$ cat config.mk
export PLATFORM = sky130hd
export DESIGN_NAME = wb_mem_arbiter
export DESIGN_NICKNAME = d
export VERILOG_FILES = /design/src/rtl/wb_mem_arbiter.sv
export SDC_FILE = /design/constraint.sdc
export NUM_CORES = 1
export LEC_CHECK = 0
export BUFFER_PORTS_ARGS = -buffer_cell sky130_fd_sc_hd__buf_2
export CORE_MARGIN = 3
export CORE_UTILIZATION = 53
export DETAILED_ROUTE_END_ITERATION = 8
export PLACE_DENSITY = 0.86
export RECOVER_POWER = 100
export SLEW_MARGIN = 10
export SYNTH_ARGS = -nofsm -noshare
export SYNTH_HDL_FRONTEND = slang
export SYNTH_SLANG_ARGS = --single-unit
$ cat constraint.sdc
create_clock -name clk -period 9.4 [get_ports clk]
set_input_delay 0.47 -clock clk [delete_from_list [all_inputs] [get_ports clk]]
set_output_delay 0.47 -clock clk [all_outputs]
set_load 0.01 [all_outputs]
$ cat src/rtl/wb_mem_arbiter.sv
// wb_mem_arbiter: arbitrates the instruction-fetch master (I) and the
// load/store master (D) onto one Wishbone-style memory slave port.
// Each access runs IDLE -> ISSUE -> RESP; the slave acks combinationally
// in its strobe cycle and its read data is valid in the following cycle.
//
// Build option: define WBARB_ROUND_ROBIN_EN to replace fixed D priority
// (with the starvation limit) by round-robin between I and D.
//
// state | meaning
// IDLE  | no access in flight, requests sampled and arbitrated here
// ISSUE | slave strobe driven from latched fields, waiting for s_ack_i
// RESP  | owner's ack pulse, read data routed from s_dat_i
module wb_mem_arbiter #(
  parameter int AW           = 32,
  parameter int DW           = 32,
  parameter int STARVE_LIMIT = 4
) (
  input  logic          clk,
  input  logic          rst,
  input  logic [AW-1:0] i_adr_i,
  input  logic          i_stb_i,
  output logic [DW-1:0] i_dat_o,
  output logic          i_ack_o,
  input  logic [AW-1:0] d_adr_i,
  input  logic [DW-1:0] d_dat_i,
  input  logic          d_we_i,
  input  logic          d_stb_i,
  output logic [DW-1:0] d_dat_o,
  output logic          d_ack_o,
  output logic [AW-1:0] s_adr_o,
  output logic [DW-1:0] s_dat_o,
  output logic          s_we_o,
  output logic          s_stb_o,
  input  logic [DW-1:0] s_dat_i,
  input  logic          s_ack_i
);

  typedef enum logic [1:0] {
    ST_IDLE  = 2'd0,
    ST_ISSUE = 2'd1,
    ST_RESP  = 2'd2
  } state_t;

  state_t        r_state;
  state_t        w_state_nxt;
  logic          r_owner_i;
  logic [AW-1:0] r_adr;
  logic [DW-1:0] r_dat;
  logic          r_we;
  logic [DW-1:0] r_i_dat;
  logic [DW-1:0] r_d_dat;
  logic          w_req;
  logic          w_grant_i;
  logic          w_take;

  assign w_req  = i_stb_i | d_stb_i;
  assign w_take = (r_state == ST_IDLE) && w_req;

`ifdef WBARB_ROUND_ROBIN_EN
  logic r_last_i;

  // On contention the master that did not win last time gets the slot
  always_comb begin
    w_grant_i = i_stb_i;
    if (i_stb_i && d_stb_i) w_grant_i = ~r_last_i;
  end

  // Remember who won every grant, contended or not
  always_ff @(posedge clk or posedge rst) begin
    if (rst)         r_last_i <= 1'b0;
    else if (w_take) r_last_i <= w_grant_i;
  end
`else
  localparam logic [3:0] LIMIT = 4'(STARVE_LIMIT);
  logic [3:0] r_starve;

  // D has priority unless I has waited through LIMIT consecutive D grants
  always_comb begin
    w_grant_i = i_stb_i && (!d_stb_i || (r_starve == LIMIT));
  end

  // Count D grants taken while I was waiting; any other grant clears it
  always_ff @(posedge clk or posedge rst) begin
    if (rst) begin
      r_starve <= '0;
    end else if (w_take) begin
      if (w_grant_i || !i_stb_i) r_starve <= '0;
      else if (r_starve != LIMIT) r_starve <= r_starve + 4'd1;
    end
  end
`endif

  // State register
  always_ff @(posedge clk or posedge rst) begin
    if (rst) r_state <= ST_IDLE;
    else     r_state <= w_state_nxt;
  end

  // Next state and per-phase outputs
  always_comb begin
    w_state_nxt = r_state;
    s_stb_o     = 1'b0;
    s_we_o      = 1'b0;
    i_ack_o     = 1'b0;
    d_ack_o     = 1'b0;
    i_dat_o     = r_i_dat;
    d_dat_o     = r_d_dat;
    case (r_state)
      ST_IDLE: begin
        if (w_req) w_state_nxt = ST_ISSUE;
      end
      ST_ISSUE: begin
        s_stb_o = 1'b1;
        s_we_o  = r_we;
        if (s_ack_i) w_state_nxt = ST_RESP;
      end
      ST_RESP: begin
        if (r_owner_i) begin
          i_ack_o = 1'b1;
          if (!r_we) i_dat_o = s_dat_i;
        end else begin
          d_ack_o = 1'b1;
          if (!r_we) d_dat_o = s_dat_i;
        end
        w_state_nxt = ST_IDLE;
      end
      default: w_state_nxt = ST_IDLE;
    endcase
  end

  assign s_adr_o = r_adr;
  assign s_dat_o = r_dat;

  // Latch the winner's request so the slave sees stable fields through ISSUE
  always_ff @(posedge clk or posedge rst) begin
    if (rst) begin
      r_owner_i <= 1'b0;
      r_adr     <= '0;
      r_dat     <= '0;
      r_we      <= 1'b0;
    end else if (w_take) begin
      r_owner_i <= w_grant_i;
      r_adr     <= w_grant_i ? i_adr_i : d_adr_i;
      r_dat     <= w_grant_i ? '0 : d_dat_i;
      r_we      <= ~w_grant_i & d_we_i;
    end
  end

  // Hold each master's last read data between its acks
  always_ff @(posedge clk or posedge rst) begin
    if (rst) begin
      r_i_dat <= '0;
      r_d_dat <= '0;
    end else if ((r_state == ST_RESP) && !r_we) begin
      if (r_owner_i) r_i_dat <= s_dat_i;
      else           r_d_dat <= s_dat_i;
    end
  end

endmodule

==> impl_results.md, run 1 <==
- Relative max-transition margin: -128%
- R2R Setup Slk: 4.11 ns
- R2r endpoint: s_adr_o[26]$_DFFE_PP0P_
- Critical Path End Type: flop
- CP max-delay cell: clkbuf_1
- Setup tns final: 0 ns
- Clock Skew: 0.0114 ns
- # DRC: 0
- First-pass GRT wire length: 27.6 mm
- Fin. Hold Viols: 0
- Drt pass-1 iters: 5
- Final non-filler cell total: 938
- FP Rows: 40
- Startpoint Class: flop
- Post-route ant nets: 0
- Max-slew violation count: 363
- Area grow syn2layout: 23.0%
- RSZ-0062 raised after global routing: false
- Clk_lat worst skew: 0.42 ns
- Area leader, netlist: dfrtp_1
- Hpwl dp: 12.1 mm
- Unique cell type count in the Yosys netlist: 32
- Run status: complete, but fails checks
- I/O pin cnt: 266
- F_max: 189 MHz
- Initial antenna violation count: 0
- Initial DRC count: 411
- Ant diodes: 0
- Synth Warn #: 0
- Worst EP required: 9.70 ns
- CTS H-tree lvls: 4
- Setup bufs post-CTS: 0
- Vias in the first global route: 5383
- Die area: 14300 µm²
- Core area: 12300 µm²
- PD cells: 334 nW/µm²
- Tmin final: 5.29 ns
- Hold buffer count at cts: 0
- Starting Density: 55.4%
- Path depth of the worst reg2reg path: 5
- Total clock sinks: 136
- Max_cap viols: 5
- Final setup vio count: 0
- Worst Hold Depth: 2
- Cells taking the most area after synthesis: dfrtp_1 (50%), mux2_2 (17%), mux2_4 (5.3%)
- Overall Global Routing Usage: 24.4%
- Reg2Reg Launch Point: r_state[0]$_DFFE_PP0P_
- Chip height: 119 µm
- Share of the synthesized area in the top cell type: 49.9%
- Leak pwr: 0.00384 µW
- Post-CTS sizing: 0
- Worst VDD drop: 0.134 mV
- Fin crit share: 56.3%
- GRT overflow: 0
- CTS tree: done
- Slew @ Worst Pin: 3.43 ns
- Max FO, Critical Path: 102
- Post-Syn Instances: 519
- Syn Nets: 655
- Avg Cell Area, Syn: 13.1 µm²
- Arrival time worst endpoint: 5.59 ns
- Delay-heaviest family, CP: buffers and inverters
- Post-Synthesis Cell Area: 6820 µm²
- WP buf/inv: 2
- Worst-path clk slew: 0.06 ns
- #FFs+latches synth: 136
- Layout cells sized above 1: 37.1%
- Largest net degree at the start of global routing: 103
- TritonCTS Buffers: 17
- Via count: 5391
- Routed WL: 17.5 mm
- Inst Count DP: 906
- Port bufs: 265
- Longest Clk Path Bufs: 2
- Crit path largest cell delay: 2.39 ns
- Crit path launch: r_state[0]$_DFFE_PP0P_
- Layout Nets: 893
- Drt via density: 5.75
- HP Start: s_ack_i
- Cell Chain, Critical Path: nor2_4, clkbuf_1, nand2_2, buf_4, a221o_1
- Seq/Total Area, Yosys: 49.9%
- Chip width: 119 µm
- Min-delay worst type: input port to flop
- Critical path class: flop to flop
- Final Wtd Congestion: 0.755
- Failing checks: capacitance limit, slew limit
- Root Buffer: clkbuf_16
- Hold path endpoint: r_state[0]$_DFFE_PP0P_
- Avg WL per Cell: 18.7 µm
## registers in the layout, indices dropped and copies added, names as in the netlist
register   cells
r_starve       4
r_d_dat       32
r_i_dat       32
s_dat_o       32
s_adr_o       32
r_state        2
r_we           1
r_owner_i      1
## cell usage after synthesis
library cell and instances:
inv_1 6, nand4b_1 2, or2_2 1, buf_6 18, or2_1 1, nor3b_2 1
mux2_4 24, nand3_1 34, dfrtp_1 136, buf_4 5, buf_2 15, nand2_2 1
a21boi_1 1, nor2_1 2, nor2b_1 3, nand2_1 2, nand3b_1 2, clkbuf_1 15
ha_1 2, nand4_1 1, mux2_2 104, o22ai_1 1, and3_1 33, a221o_1 32
o2bb2ai_1 34, and3b_1 1, and4_1 32, o211ai_1 1, and2_1 3, a311oi_1 1
a22o_1 1, o21ai_0 4
## metal layers
layer	track usage, %	up-vias	share of wire, %
li1	-	2466	-
met1	29.5	2636	40
met2	41.6	257	50
met3	6.46	32	7.2
met4	9.66	0	2.1
met5	0	-	0
## cell families after synthesis
logic type	after synthesis	synth area share (%)
flip-flops	136	49.9
adder cells (fa/ha/maj)	2	0.367
buffers and inverters	59	5.78
AND/OR/NAND/NOR	119	11.6
AO/OA/AOI/OAI	75	9.93
multiplexers	128	22.5
## cells in the final DEF, fill, tap and decap left out, drive strengths merged
cell type,instances
o2bb2ai,34
and2,3
ha,2
and3b,1
a22o,1
buf,149
nand3,34
or2,2
o211ai,1
a221o,32
nand2,3
nor2b,3
bufinv,2
nand3b,2
mux2,128
nor2,2
o21ai,4
clkinvlp,6
and4,32
and3,33
clkbuf,142
a311oi,1
inv,9
clkinv,2
nand4,1
o22ai,1
nor3b,1
dfrtp,136
nand4b,2
a21boi,1
## worst max path at each step
stage / to / slack (ns) / cells after the start
final: s_adr_o[26]$_DFFE_PP0P_ / 4.11 / 5
after global routing: s_adr_o[27]$_DFFE_PP0P_ / 3.61 / 5
after CTS: i_dat_o[9] / 6.38 / 5
after detailed placement: s_adr_o[27]$_DFFE_PP0P_ / 6.70 / 5
after global placement: s_adr_o[27]$_DFFE_PP0P_ / 6.82 / 5
after floorplan: r_d_dat[0]$_DFFE_PP0P_ / 5.29 / 1
## power by group
group | total (µW) | switching (µW) | internal, µW | leakage (µW)
sequential | 1030 | 168 | 858 | 0.00170
clock | 652 | 252 | 400 | 0.000274
combinational | 1130 | 591 | 536 | 0.00187
total | 2810 | 1010 | 1790 | 0.00384
## per-stage QoR
stage | worst slack (ns) | util [%] | power [µW] | hold WS, ns | area (µm²)
after floorplan | 5.29 | - | 1810 | 0.477 | 6820
after global routing | 3.61 | 68.1 | 2970 | 0.239 | 8390
after global placement | 6.82 | 65.6 | 2190 | 0.468 | 8080
after detailed placement | 6.70 | 65.6 | 2250 | 0.469 | 8080
final | 4.11 | 68.1 | 2810 | 0.257 | 8390
after CTS | 6.38 | 70.4 | 2920 | 0.113 | 8660
## area by class of cell
cell class                      count  area, µm²
Inverter                            6       23.8
Timing Repair Buffer              272       1210
Clock inverter                     13        145
Clock buffer                       19        443
Multi-Input combinational cell    324       2950
Fill cell                         949       3920
Sequential cell                   136       3400
Tap cell                          168        210
Note: power is estimated with default switching activity, not from simulation.
==> inputs of run 2 (changes only) <==
--- a/config.mk
+++ b/config.mk
@@ -7,9 +7,9 @@
 export LEC_CHECK = 0
 export BUFFER_PORTS_ARGS = -buffer_cell sky130_fd_sc_hd__buf_2
 export CORE_MARGIN = 3
-export CORE_UTILIZATION = 53
+export CORE_UTILIZATION = 49
 export DETAILED_ROUTE_END_ITERATION = 8
-export PLACE_DENSITY = 0.86
+export PLACE_DENSITY = 0.8
 export RECOVER_POWER = 100
 export SLEW_MARGIN = 10
 export SYNTH_ARGS = -nofsm -noshare
==> constraint.sdc (replaced) <==
create_clock -name clk -period 5.3 [get_ports clk]
set_input_delay 0.265 -clock clk [delete_from_list [all_inputs] [get_ports clk]]
set_output_delay 0.265 -clock clk [all_outputs]
set_load 0.01 [all_outputs]
==> run 2 against run 1 <==
The run still ends with capacitance limit, slew limit left. Combinational power grew 74%. Core utilization shrank 5.0 points. Non-clock buffer count shrank 1. First-iteration DRC count grew 3.4%. Sequential cell count is the same. Worst setup slack lost 2.8 ns. Die area grew 7.7%. Power grew 79%. Sequential share of layout area shrank 0.32 points. Critical endpoint is now d_dat_o[5]. Largest cell class unchanged.
==> impl_results.md, run 2 (same netlist as run 1, synthesis figures left out) <==
- Via count: 5304
- Clock Skew: 0.00851 ns
- Core area: 13400 µm²
- Commonest cells after routing, fill and taps aside: buf_2 (148), dfrtp_1 (136), clkbuf_1 (121)
- Overall Power: 5020 µW
- Total clock sinks: 136
- Fillers: 1131
- Drt via density: 5.61
- Largest net degree at the start of global routing: 103
- Startpoint Class: flop
- Chip width: 124 µm
- Hpwl dp: 11.4 mm
- Leak pwr: 0.00389 µW
- Initial DRC count: 425
- Fin. Hold Viols: 0
- First-pass GRT wire length: 26.0 mm
- F_max: 253 MHz
- Port bufs: 265
- RSZ-0062 raised after global routing: false
- Avg WL per Cell: 17.9 µm
- Setup tns final: 0 ns
- Area of placed instances: 8070 µm²
- Worst-path clk slew: 0.06 ns
- Routed WL: 16.9 mm
- GRT overflow: 0
- Min-delay worst type: input port to flop
- Relative max-transition margin: -84.2%
- Critical path class: flop to output port
- Layout Nets: 892
- Layout cells sized above 1: 37.6%
- Commonest non-fill, non-tap cell in the layout: buf_2
- Drt pass-1 iters: 4
- Final setup vio count: 0
- # DRC: 0
- Critical Path End Type: output port
- Post-route ant nets: 0
- Chip height: 124 µm
- Die area: 15400 µm²
- TritonCTS Buffers: 17
- Clk_lat worst skew: 0.41 ns
- Post-CTS sizing: 0
- Hold buffer count at cts: 1
- PD cells: 593 nW/µm²
- Area grow syn2layout: 24.0%
- Longest Clk Path Bufs: 2
- Failing checks: capacitance limit, slew limit
- Worst VDD drop: 0.267 mV
- Inst Count DP: 912
- CTS tree: done
- Final Wtd Congestion: 0.846
- CTS H-tree lvls: 4
- Run status: complete, but fails checks
- Vias in the first global route: 5190
- I/O pin cnt: 266
- Max-slew violation count: 155
- Root Buffer: clkbuf_16
- Ant diodes: 0
- Max FO, Critical Path: 44
- Max_cap viols: 3
- Final non-filler cell total: 945
- FP Rows: 42
- Overall Global Routing Usage: 21.6%
- Arrival time worst endpoint: 3.68 ns
- Fin crit share: 74.5%
- Starting Density: 50.9%
- Initial antenna violation count: 0
- Tmin final: 3.95 ns
- Setup bufs post-CTS: 0
- Slew @ Worst Pin: 2.75 ns
- Worst EP required: 5.04 ns
- Design Area, Final: 8460 µm²
- Fin Hold WS: 0.0626 ns
[run 2: per-stage QoR]
| step | utilization, % | setup WS, ns |
|---|---|---|
| finish | 63.1 | 1.35 |
| detailed placement | 60.2 | 1.84 |
| global route | 63.1 | 1.04 |
| global placement | 60.2 | 2.02 |
| floorplan | - | 1.40 |
| CTS | 65.0 | 1.97 |
[run 2: final cells by class]
| class | instances | area [µm²] | share of cell area [%] |
|---|---|---|---|
| repair buffers | 271 | 1230 | 14.5 |
| multi-input cells | 324 | 2960 | 35.0 |
| clock inverters | 8 | 143 | 1.69 |
| well taps | 176 | 220 | 2.60 |
| flip-flops and latches | 136 | 3400 | 40.2 |
| inverters | 6 | 23.8 | 0.281 |
| clock buffers | 24 | 482 | 5.70 |
[run 2: critical path: stages (launching register included)]
cell      delay (ns)
dfrtp_1         0.43
nor3b_1         0.26
nor2b_1         1.33
buf_4           0.66
mux2_2          0.41
clkbuf_1        0.15
[run 2: metal layers]
| layer | GRT usage [%] | wire, µm | share of wire [%] |
|---|---|---|---|
| met1 | 27.8 | 7070 | 42 |
| met2 | 35.1 | 8160 | 48 |
| met3 | 5.90 | 1380 | 8.2 |
| met4 | 7.87 | 258 | 1.5 |
| met5 | 0 | 0 | 0 |
[run 2: worst paths after layout]
check,from,to,slack [ns],depth (start not counted)
max,r_state[1]$_DFFE_PP0P_,d_dat_o[5],1.35,5
min,s_ack_i,r_state[0]$_DFFE_PP0P_,0.06,2
max reg2reg,r_state[0]$_DFFE_PP0P_,s_adr_o[13]$_DFFE_PP0P_,1.71,4
min reg2reg,r_i_dat[24]$_DFFE_PP0P_,r_i_dat[24]$_DFFE_PP0P_,0.48,1
max in group asynchronous,rst,r_i_dat[0]$_DFFE_PP0P_,2.25,4
min in group asynchronous,rst,s_adr_o[6]$_DFFE_PP0P_,1.19,3
[run 2: power by group]
group          switching (µW)  internal [µW]  leakage, µW
logic                    1040            936      0.00189
clock network             420            823     0.000304
registers                 279           1520      0.00170
total                    1730           3280      0.00389
